--- src/rtl/top_decode_pkg.sv ---
// Shared decode constants: datapath width, RV32I opcodes, decode FSM states.
// Imported by every decode-stage file.
package top_decode_pkg;

    localparam int XLEN = 32;

    localparam logic [6:0] OP_LUI    = 7'h37;
    localparam logic [6:0] OP_AUIPC  = 7'h17;
    localparam logic [6:0] OP_JAL    = 7'h6F;
    localparam logic [6:0] OP_JALR   = 7'h67;
    localparam logic [6:0] OP_BRANCH = 7'h63;
    localparam logic [6:0] OP_LOAD   = 7'h03;
    localparam logic [6:0] OP_STORE  = 7'h23;
    localparam logic [6:0] OP_IMM    = 7'h13;
    localparam logic [6:0] OP_OP     = 7'h33;
    localparam logic [6:0] OP_MISC   = 7'h0F;
    localparam logic [6:0] OP_SYSTEM = 7'h73;

    typedef enum logic [1:0] {
        S_IDLE   = 2'd0,
        S_RDWAIT = 2'd1,
        S_DONE   = 2'd2
    } state_t;

endpackage

--- src/rtl/top_decode_imm_gen.sv ---
// Combinational immediate generator and RV32I opcode legality check.
// Formats: I, S, B, U, J; R-type, MISC-MEM and SYSTEM yield zero.
module imm_gen
    import top_decode_pkg::*;
#(
    parameter int W = top_decode_pkg::XLEN
) (
    input  logic [W-1:0] i_inst,
    output logic [W-1:0] o_imm,
    output logic         o_illegal
);

    logic [31:0] w_i;
    logic [31:0] w_imm;

    assign w_i = i_inst[31:0];

    always_comb begin
        w_imm     = '0;
        o_illegal = 1'b0;
        unique case (w_i[6:0])
            OP_IMM, OP_LOAD, OP_JALR:
                w_imm = {{20{w_i[31]}}, w_i[31:20]};
            OP_STORE:
                w_imm = {{20{w_i[31]}}, w_i[31:25], w_i[11:7]};
            OP_BRANCH:
                w_imm = {{19{w_i[31]}}, w_i[31], w_i[7],
                         w_i[30:25], w_i[11:8], 1'b0};
            OP_LUI, OP_AUIPC:
                w_imm = {w_i[31:12], 12'h000};
            OP_JAL:
                w_imm = {{11{w_i[31]}}, w_i[31], w_i[19:12],
                         w_i[20], w_i[30:21], 1'b0};
            OP_OP, OP_MISC, OP_SYSTEM:
                w_imm = '0;
            default:
                o_illegal = 1'b1;
        endcase
    end

    assign o_imm = W'($signed(w_imm));

endmodule

--- src/rtl/top_decode.sv ---
// Decode stage: latch inst/PC, wait one cycle for register file read
// data, then register operands, immediate and control fields.
module top_decode
    import top_decode_pkg::*;
#(
    parameter int XLEN = top_decode_pkg::XLEN
) (
    input  logic            clk,
    input  logic            rst_n,
    input  logic            phase_decode,
    input  logic [XLEN-1:0] inst,
    input  logic [XLEN-1:0] curr_pc_fd,
    input  logic [XLEN-1:0] rs1_data,
    input  logic [XLEN-1:0] rs2_data,
    output logic [4:0]      rs1_addr,
    output logic [4:0]      rs2_addr,
    output logic [XLEN-1:0] curr_pc_de,
    output logic [XLEN-1:0] rs1_de,
    output logic [XLEN-1:0] rs2_de,
    output logic [XLEN-1:0] imm_de,
    output logic [4:0]      rd_addr_de,
    output logic [6:0]      opcode_de,
    output logic [2:0]      funct3_de,
    output logic            funct7b5_de,
    output logic            illegal_de,
    output logic            stall_decode
);

    state_t          r_state;
    logic [XLEN-1:0] r_inst_q;
    logic [XLEN-1:0] r_pc_q;
    logic [XLEN-1:0] w_imm;
    logic            w_illegal;
    logic [4:0]      w_rs1_q;
    logic [4:0]      w_rs2_q;

    assign w_rs1_q = r_inst_q[19:15];
    assign w_rs2_q = r_inst_q[24:20];

    // Addresses go out straight from fetch so read data lands in RDWAIT.
    assign rs1_addr = (r_state == S_IDLE) ? inst[19:15] : w_rs1_q;
    assign rs2_addr = (r_state == S_IDLE) ? inst[24:20] : w_rs2_q;

    assign stall_decode = rst_n & (r_state == S_IDLE) & phase_decode;

    imm_gen #(.W(XLEN)) u_imm_gen (
        .i_inst    (r_inst_q),
        .o_imm     (w_imm),
        .o_illegal (w_illegal)
    );

    always_ff @(posedge clk or negedge rst_n) begin
        if (!rst_n) begin
            r_state     <= S_IDLE;
            r_inst_q    <= '0;
            r_pc_q      <= '0;
            curr_pc_de  <= '0;
            rs1_de      <= '0;
            rs2_de      <= '0;
            imm_de      <= '0;
            rd_addr_de  <= '0;
            opcode_de   <= '0;
            funct3_de   <= '0;
            funct7b5_de <= 1'b0;
            illegal_de  <= 1'b0;
        end else begin
            unique case (r_state)
                S_IDLE: begin
                    if (phase_decode) begin
                        r_inst_q <= inst;
                        r_pc_q   <= curr_pc_fd;
                        r_state  <= S_RDWAIT;
                    end
                end
                S_RDWAIT: begin
                    if (phase_decode) begin
                        curr_pc_de  <= r_pc_q;
                        rs1_de      <= (w_rs1_q == 5'd0) ? '0 : rs1_data;
                        rs2_de      <= (w_rs2_q == 5'd0) ? '0 : rs2_data;
                        imm_de      <= w_imm;
                        rd_addr_de  <= w_illegal ? 5'd0 : r_inst_q[11:7];
                        opcode_de   <= r_inst_q[6:0];
                        funct3_de   <= r_inst_q[14:12];
                        funct7b5_de <= r_inst_q[30];
                        illegal_de  <= w_illegal;
                        r_state     <= S_DONE;
                    end else begin
                        r_state <= S_IDLE;
                    end
                end
                S_DONE: begin
                    if (!phase_decode) r_state <= S_IDLE;
                end
                default: r_state <= S_IDLE;
            endcase
        end
    end

endmodule

--- config.mk ---
export PLATFORM = sky130hd
export DESIGN_NAME = top_decode
export DESIGN_NICKNAME = d
export VERILOG_FILES = /design/src/rtl/top_decode_pkg.sv /design/src/rtl/top_decode_imm_gen.sv /design/src/rtl/top_decode.sv
export SDC_FILE = /design/constraint.sdc
export NUM_CORES = 1
export LEC_CHECK = 0
export BUFFER_PORTS_ARGS = -buffer_cell sky130_fd_sc_hd__buf_2
export CAP_MARGIN = 20
export CORE_MARGIN = 10
export CORE_UTILIZATION = 45
export CTS_BUF_LIST = sky130_fd_sc_hd__clkbuf_16
export DETAILED_ROUTE_END_ITERATION = 10
export GPL_TIMING_DRIVEN = 0
export PLACE_DENSITY_LB_ADDON = 0.05
export SLEW_MARGIN = 10
export SYNTH_ARGS = -nofsm -noshare
export SYNTH_HDL_FRONTEND = slang
export SYNTH_SLANG_ARGS = --single-unit
--- constraint.sdc ---
create_clock -name clk -period 1.6 [get_ports clk]
set_input_delay 0.08 -clock clk [delete_from_list [all_inputs] [get_ports clk]]
set_output_delay 0.08 -clock clk [all_outputs]
set_load 0.005 [all_outputs]
Word-level counts from Yosys, hierarchy flattened
Index checks and enable logic that the tools add are counted.
Storage, ports and cells
  register bits after elaboration: 211
  output and inout bits: 156
  logic and storage cells: 49
Cells by class
  eq/ne operators: 15
  mux-type cells: 11
  bitwise logic cells: 2
  reductions and logical operators: 9
Operators by type and width (count)
  $pmux W32 S5: 1
  $mux W32: 2
  $eq A7 B7 Y1 const B: 4
  $eq A7 B6 Y1 const B: 3
  $mux W5: 3
  $eq A7 B5 Y1 const B: 2
  $reduce_or A11 Y1: 1
  $logic_not A5 Y1: 2
  $eq A7 B2 Y1 const B: 1
  $eq A7 B4 Y1 const B: 1
  $mux W2: 3
  $pmux W2 S3: 1
  $reduce_and A2 Y1: 3
  $ne A2 B2 Y1 const B: 2
  $reduce_or A3 Y1: 1
  $and A1 B1 Y1: 2
  $eq A2 B1 Y1 const B: 1
  $eq A2 B2 Y1 const B: 1
  $logic_not A2 Y1: 1
  $reduce_or A2 Y1: 1
  $mux W1: 1

Longest topological paths before layout
Gate-level depths: netlist of run 1.
  depth in word-level cells: 3
  gate-level depth with buffers: 7
  gate-level depth less buffers: 4

Hierarchy
From an unflattened synthesis of run 1, not the netlist that was laid out.
Second synthesis, totals
  cell total of the unflattened synthesis: 852
  area total of the unflattened synthesis: 8818.5 um^2
By module, submodules not included
  top_decode: times used 1, cells an instance 777, area an instance 8265.4 um^2, sequential area each 5280.1 um^2
  imm_gen: times used 1, cells an instance 75, area an instance 553.0 um^2, sequential area each 0.0 um^2

Least setup slack after synthesis of run 1
Ideal clock, no wire load.
  path kind: register to register
  from: register r_state[0]
  to: register r_inst_q[10]
  library setup time: 125 ps
  arrival: 1473 ps
  required time: 1475 ps
  setup slack: 2 ps
  cell stages (with the launch flop): 7
  path buffers: 3
  period minus slack after synthesis: 1598 ps
  cells stage by stage: dfrtp_1 nor2_1 and2_1 clkbuf_1 buf_4 buf_4 mux2_2
Between the ends
  cells in the longest elaborated chain, start to end: 2
RTL lines
  start: declaration: RTL line top_decode.sv:29  | state_t r_state;
  start signal: assignment: RTL line top_decode.sv:54  | r_state <= S_IDLE;
  start signal: assignment: RTL line top_decode.sv:72  | r_state <= S_RDWAIT;
  start signal: assignment: RTL line top_decode.sv:86  | r_state <= S_DONE;
  $logic_not A2 Y1: RTL line top_decode.sv:67  | unique case (r_state)
  $reduce_and A2 Y1 (no line)
  end signal: assignment: RTL line top_decode.sv:70  | r_inst_q <= inst;
  end: declaration: RTL line top_decode.sv:30  | logic [XLEN-1:0] r_inst_q;
Every way passes these cells.
A chain may end at the register's enable or synchronous reset.

Worst setup path in the final report of run 1
  from: register r_state[1]
  to: register imm_de[18]
Between the ends
  cells in the longest elaborated chain, start to end: 2
RTL lines
  $eq A2 B1 Y1: RTL line top_decode.sv:67
  $reduce_and A2 Y1 (no line)
  end signal: assignment: RTL line top_decode.sv:80  | imm_de <= w_imm;
  end: declaration: RTL line top_decode.sv:20  | output logic [XLEN-1:0] imm_de,
Every way passes these cells.

==> results of run 1 <==
[registers in the layout, summed over array words and instances, names as in the netlist]
name	cells
rd_addr_de	5
rs2_de	32
r_pc_q	32
r_inst_q	32
rs1_de	32
illegal_de	1
curr_pc_de	32
r_state	2
opcode_de	7
funct7b5_de	1
funct3_de	3
imm_de	32
[metrics by stage]
stage	power, mW	TNS (ns)	hold slack [ns]	std cells
after floorplan	11.6	0	-0.216	662
after global placement	14.6	-658.33	0.293	1177
after detailed placement	14.9	-46.53	0.155	1178
after CTS	20.5	-4.81	-0.460	1353
after global routing	22.2	-21.61	-0.454	1382
final	20.9	-11.91	-0.495	1382
[cell families after synthesis]
family          after synthesis
flops                       211
simple gates                209
compound gates              119
mux                          75
buf+inv                      47
xor+xnor                      1
[power breakdown]
group          total [mW]  leakage, nW  switching [mW]  internal [mW]
clock                4.97        0.350            2.04           2.93
combinational        6.93         3.50            3.15           3.78
sequential           8.97         2.58            1.44           7.53
[final timing paths]
kind / end / slack [ns] / from / cells past startpoint
max in group asynchronous: r_inst_q[4]$_DFFE_PN0P_ / 1.11 / rst_n / 2
setup reg to reg: imm_de[18]$_DFFE_PN0P_ / -0.19 / r_state[1]$_DFFE_PN0P_ / 7
min in group clk: r_pc_q[11]$_DFFE_PN0P_ / 0.34 / curr_pc_fd[11] / 3
setup / recovery: imm_de[18]$_DFFE_PN0P_ / -0.19 / r_state[1]$_DFFE_PN0P_ / 7
hold reg to reg: curr_pc_de[25]$_DFFE_PN0P_ / 0.46 / r_pc_q[25]$_DFFE_PN0P_ / 2
hold / removal: rs2_de[16]$_DFFE_PN0P_ / -0.49 / rst_n / 1
[cell usage after synthesis, types with 2 or more instances]
library cell / instances
o21ai_0: 10
nand2_1: 156
buf_1: 7
buf_4: 4
and3_1: 10
nor2_1: 24
buf_2: 21
mux2i_1: 2
inv_1: 3
dfrtp_1: 211
a21oi_1: 16
a22o_1: 70
clkbuf_1: 11
a221oi_1: 4
o22ai_1: 2
mux2_2: 56
o221a_2: 8
nor3_1: 3
and2_1: 3
mux2_1: 17
[timing repair]
item	CTS	global route
cloned	1	9
buffers inserted	8	18
resized for setup	70	98
endpoints found under the hold margin	230	101
pin swaps	4	5
setup endpoints to repair	219	188
[routing by layer]
metal	vias to the layer above	GRT usage (%)	wire length (microns)	part of all wire, %
met5	-	0	0	0
met4	0	6.03	549	2.0
met3	45	5.10	2030	7.4
met2	277	37.2	13900	51
met1	3487	25.3	11000	40
li1	3266	-	-	-
[worst max-delay path, cell delays in order, from the launching register on]
cell and delay, ns:
dfrtp_1 0.41, buf_4 0.15, buf_6 0.11, nand3b_1 0.21
buf_4 0.17, or3_4 0.38, buf_6 0.14, o221a_2 0.11
[area by class of cell]
cell class	instances	share of cell area, %
diodes	2	0.0390
clock buffers	23	4.49
clock inverters	17	1.02
plain buffers	41	3.59
flip-flops and latches	211	41.2
multi-input cells	404	22.5
inverters	3	0.0878
repair buffers	452	24.8
well taps	229	2.23
==> impl_metrics.toml, run 1 <==
[finish]
area_growth_pct = 56.3
fillers = 1286
multiInputGateArea_sq_um = 2890
layout-drive-gt1-share_pct = 42.9
mostFrequentLayoutCells = "buf_2, dfrtp_1, nand2_1, dlygate4sd3_1, a22o_1"
final_common_cell = "buf_2"
design_area_sq_um = 12800
num-nets-final = 1267
postLayoutCoreUtil_pct = 71.4
seqCellArea_sq_um = 5290

[route]
ant_nets = 0
num_vias = 7075
wl_microns = 27500
vias_per_cell = 5.12
drc_errors = 0
dr.pass1.iters = 6
wl_per_cell_microns = 19.9
first_iter_violations = 293

[place]
place_ws_ns = -0.487
portBuffers = 286
post_dp_cell_area_sq_um = 9970
place.gp.congestion = 0.845
dp_hpwl_microns = 18500

[synthesis]
synth-adder-area-share_pct = 0
synth_compound_area_share_pct = 11.8
yosysWarnings = 0
ys.flop_type = "dfrtp_1"
synth_area_sq_um = 8210
synth_area_leaders = "dfrtp_1, mux2_2, a22o_1, nand2_1, mux2_1"
synthXorXnorAreaFrac_pct = 0.107
synthMuxAreaShare_pct = 10.3
synthCells = 662
async_flop_share_pct = 100
postSynthAreaPerCell_sq_um = 12.4
ys_types = 44
syn-num-nets = 793
synth_simple_gate_area_share_pct = 10.8
yosysSeqAreaShare_pct = 64.3
synth_area_leader_cell = "dfrtp_1"
synth_edf_count = 0
synth_top_area_share_pct = 64.3
synth_top_family_by_area = "compound AO/OA/AOI/OAI gates"
ys_ff_latch = 211

[timing]
hold_violations = 116
finalSetupViolations = 175
worst_pin_slew_ns = 0.587
fmax_mhz = 557
fin_crit_sh_pct = 112
fin_crit_ns = 1.79
finalMaxSlewViolations = 0
whs_ns = -0.495
final.setup.worst_slack_ns = -0.195
skew_ns = 0.00735
grt_setup_unrepaired = "yes"
max_slew_margin_pct = 60.9

[power]
ir_worst_vdd_mv = 1.11
power.leakage_nw = 6.43
cellPowerDensity_nw_per_um2 = 1630

[global_route]
grt_max_degree = 112
grt_usage_pct = 21.2
antenna_found_initial = 2
grt_pass1_wl_microns = 41600
grt_overflow = 0
grt_pass1_vias = 7501

[clocking]
cts_hold_buf = 129
worstSkewPairLatency_ns = 0.50
root_buffer = "clkbuf_16"
cts.clk_slew.worst_paths_ns = 0.06
htree_levels = 1
cts_tree = "yes"
clock-sinks = 211
cts_inserted_buffers = 23
cts.path.max_buffers = 3

[setup_path]
crit_type = "reg2reg"
start_kind = "flop"
critical_path_required_ns = 1.98
arrival_ns = 2.18
cp-end-kind = "flop"
crit_fanout = 5

[die]
ios = 287
die_area_sq_um = 24100
die_h_microns = 155
die_w_microns = 155
start_util_pct = 45.7
core_sq_um = 18000
rows = 49

[min_path]
worstHoldPathType = "in2async"

[run_status]
violations = "hold timing, setup timing"
run_status = "complete, but fails checks"

[job]
cap_violations = 0
No activity file was read; power rests on OpenSTA's default activity.
==> run 2: changes to the inputs <==
- CORE_UTILIZATION: 45 -> 54
- clock period: 1.6 -> 2.2 ns (I/O delays scaled with it)
==> run 2 against run 1 <==
- power fell by 30%
- critical path type is now reg2out
- non-clock buffer count fell by 33
- clock-buffer cell count fell by 2
- hold slack improved by 0.11 ns
- largest power group unchanged
- the run ends with hold timing left
- sequential share of layout area rose by 3.1 points
- core utilization rose by 7.9 points
- cell count fell by 5.4%
- via count fell by 0.31%
- clock power fell by 26%
==> impl_metrics.toml, run 2 (synthesis results as in run 1) <==
[timing]
hold_violations = 96
fmax_mhz = 470
finalMaxSlewViolations = 0
max_slew_margin_pct = 51.3
skew_ns = 0.0133
finalSetupViolations = 0
worst_pin_slew_ns = 0.731
whs_ns = -0.382
fin_crit_sh_pct = 96.7
fin_crit_ns = 2.13
fin_tns_setup_ns = 0

[route]
dr.pass1.iters = 5
first_iter_violations = 446
wl_microns = 27200
drc_errors = 0
ant_nets = 0
wl_per_cell_microns = 20.8
num_vias = 7053
vias_per_cell = 5.40

[power]
power.leakage_nw = 6.04
ir_worst_vdd_mv = 0.803
cellPowerDensity_nw_per_um2 = 1230

[die]
die_w_microns = 143
core_sq_um = 15000
die_h_microns = 143
rows = 45
die_area_sq_um = 20500
ios = 287
start_util_pct = 54.6

[setup_path]
r2r_end = "r_inst_q[12]$_DFFE_PN0P_"
ff2ff_setup_slack_ns = 0.11
crit_chain = "nor2_1 -> clkbuf_4 -> mux2_2 -> buf_2"
arrival_ns = 2.02
critical_path.slowest_cell = "dfrtp_1"
critical_path_required_ns = 2.09
slowest_delay_ns = 0.41
cp-end-kind = "output pin"
crit_type = "reg2out"
start_kind = "flop"
ff2ff_path_depth = 6
r2r-start = "r_state[0]$_DFFE_PN0P_"
crit_start = "r_state[0]$_DFFE_PN0P_"
crit_fanout = 10

[clocking]
cts_tree = "yes"
cts_hold_buf = 129
cts_inserted_buffers = 21
cts.clk_slew.worst_paths_ns = 0.06
htree_levels = 1
worstSkewPairLatency_ns = 0.50
cts.path.max_buffers = 3
clock-sinks = 211
root_buffer = "clkbuf_16"
post_cts_buffers = 0

[global_route]
grt_pass1_wl_microns = 42100
grt_usage_pct = 25.7
grt_overflow = 0
grt_max_degree = 117
grt_pass1_vias = 7643
antenna_found_initial = 2

[finish]
final_common_cell = "buf_2"
area_growth_pct = 45.2
design_area_sq_um = 11900
num-nets-final = 1232
postLayoutCoreUtil_pct = 79.3
layout-drive-gt1-share_pct = 37.1
fillers = 910
mostFrequentLayoutCells = "buf_2, dfrtp_1, nand2_1, dlygate4sd3_1, a22o_1"

[place]
portBuffers = 286
post_dp_cell_area_sq_um = 9920
dp_hpwl_microns = 17900
place.gp.congestion = 0.859

[run_status]
violations = "hold timing"
run_status = "complete, but fails checks"

[job]
cap_violations = 0

[min_path]
worstHoldPathType = "in2async"
[run 2: cell types whose count changed in the layout (fill, tap and decap cells not counted), sizes merged, moves of 2 or more]
cell / previous run / this run
buf: 356 / 319
bufinv: 2 / 4
clkbuf: 31 / 33
clkinv: 12 / 10
clkinvlp: 2 / 0
inv: 4 / 6
[run 2: repair_timing]
action	CTS	global route
endpoints found under the hold margin	225	96
resized for setup	1	1
gates cloned	0	0
setup endpoints to repair	9	9
[run 2: worst max-delay path by stage]
stage / end / cells past startpoint
after global placement: rs2_de[2]$_DFFE_PN0P_ / 1
after detailed placement: r_inst_q[23]$_DFFE_PN0P_ / 6
after global routing: rs1_addr[0] / 4
final: rs1_addr[0] / 4
after floorplan: r_inst_q[10]$_DFFE_PN0P_ / 6
after CTS: rs1_addr[0] / 4
[run 2: cell type report]
| class | count | area (sq um) | share of cell area, % |
|---|---|---|---|
| antenna | 3 | 7.51 | 0.0630 |
| sequential | 211 | 5280 | 44.3 |
| inverter | 3 | 11.3 | 0.0945 |
| timing repair buffer | 416 | 2760 | 23.2 |
| multi-input combinational | 404 | 2710 | 22.7 |
| clock buffer | 21 | 526 | 4.41 |
| clock inverter | 17 | 178 | 1.49 |
| tap | 188 | 235 | 1.97 |
| buffer | 44 | 218 | 1.83 |
[run 2: per-layer routing]
| metal | track usage [%] | wire (microns) |
|---|---|---|
| met1 | 29.8 | 10300 |
| met2 | 44.1 | 13600 |
| met3 | 8.38 | 2590 |
| met4 | 8.28 | 790 |
| met5 | 0 | 0 |
[run 2: through the flow]
step | total power, mW | instances | setup slack, ns | hold slack, ns
final | 14.7 | 1307 | 0.0733 | -0.382
after global placement | 10.6 | 1136 | -2.26 | 0.317
after global routing | 15.5 | 1306 | -0.00571 | -0.326
after floorplan | 8.43 | 662 | 0.602 | -0.186
after detailed placement | 10.8 | 1137 | 0.152 | 0.192
after CTS | 14.7 | 1304 | 0.0472 | -0.331
[run 2: report_power, final]
group	internal, mW	leakage (nW)	total, mW	switching [mW]
Sequential	5.47	2.59	6.50	1.03
Combinational	2.34	3.10	4.52	2.19
Clock	2.21	0.353	3.66	1.45
Total	10.0	6.04	14.7	4.67
[run 2: worst max-delay path, delay by kind of cell, from the launching register on]
kind | cells | cell delay [ns]
DFF | 1 | 0.41
muxes | 1 | 0.38
buffers and inverters | 2 | 0.46
and+or+nand+nor | 1 | 0.27
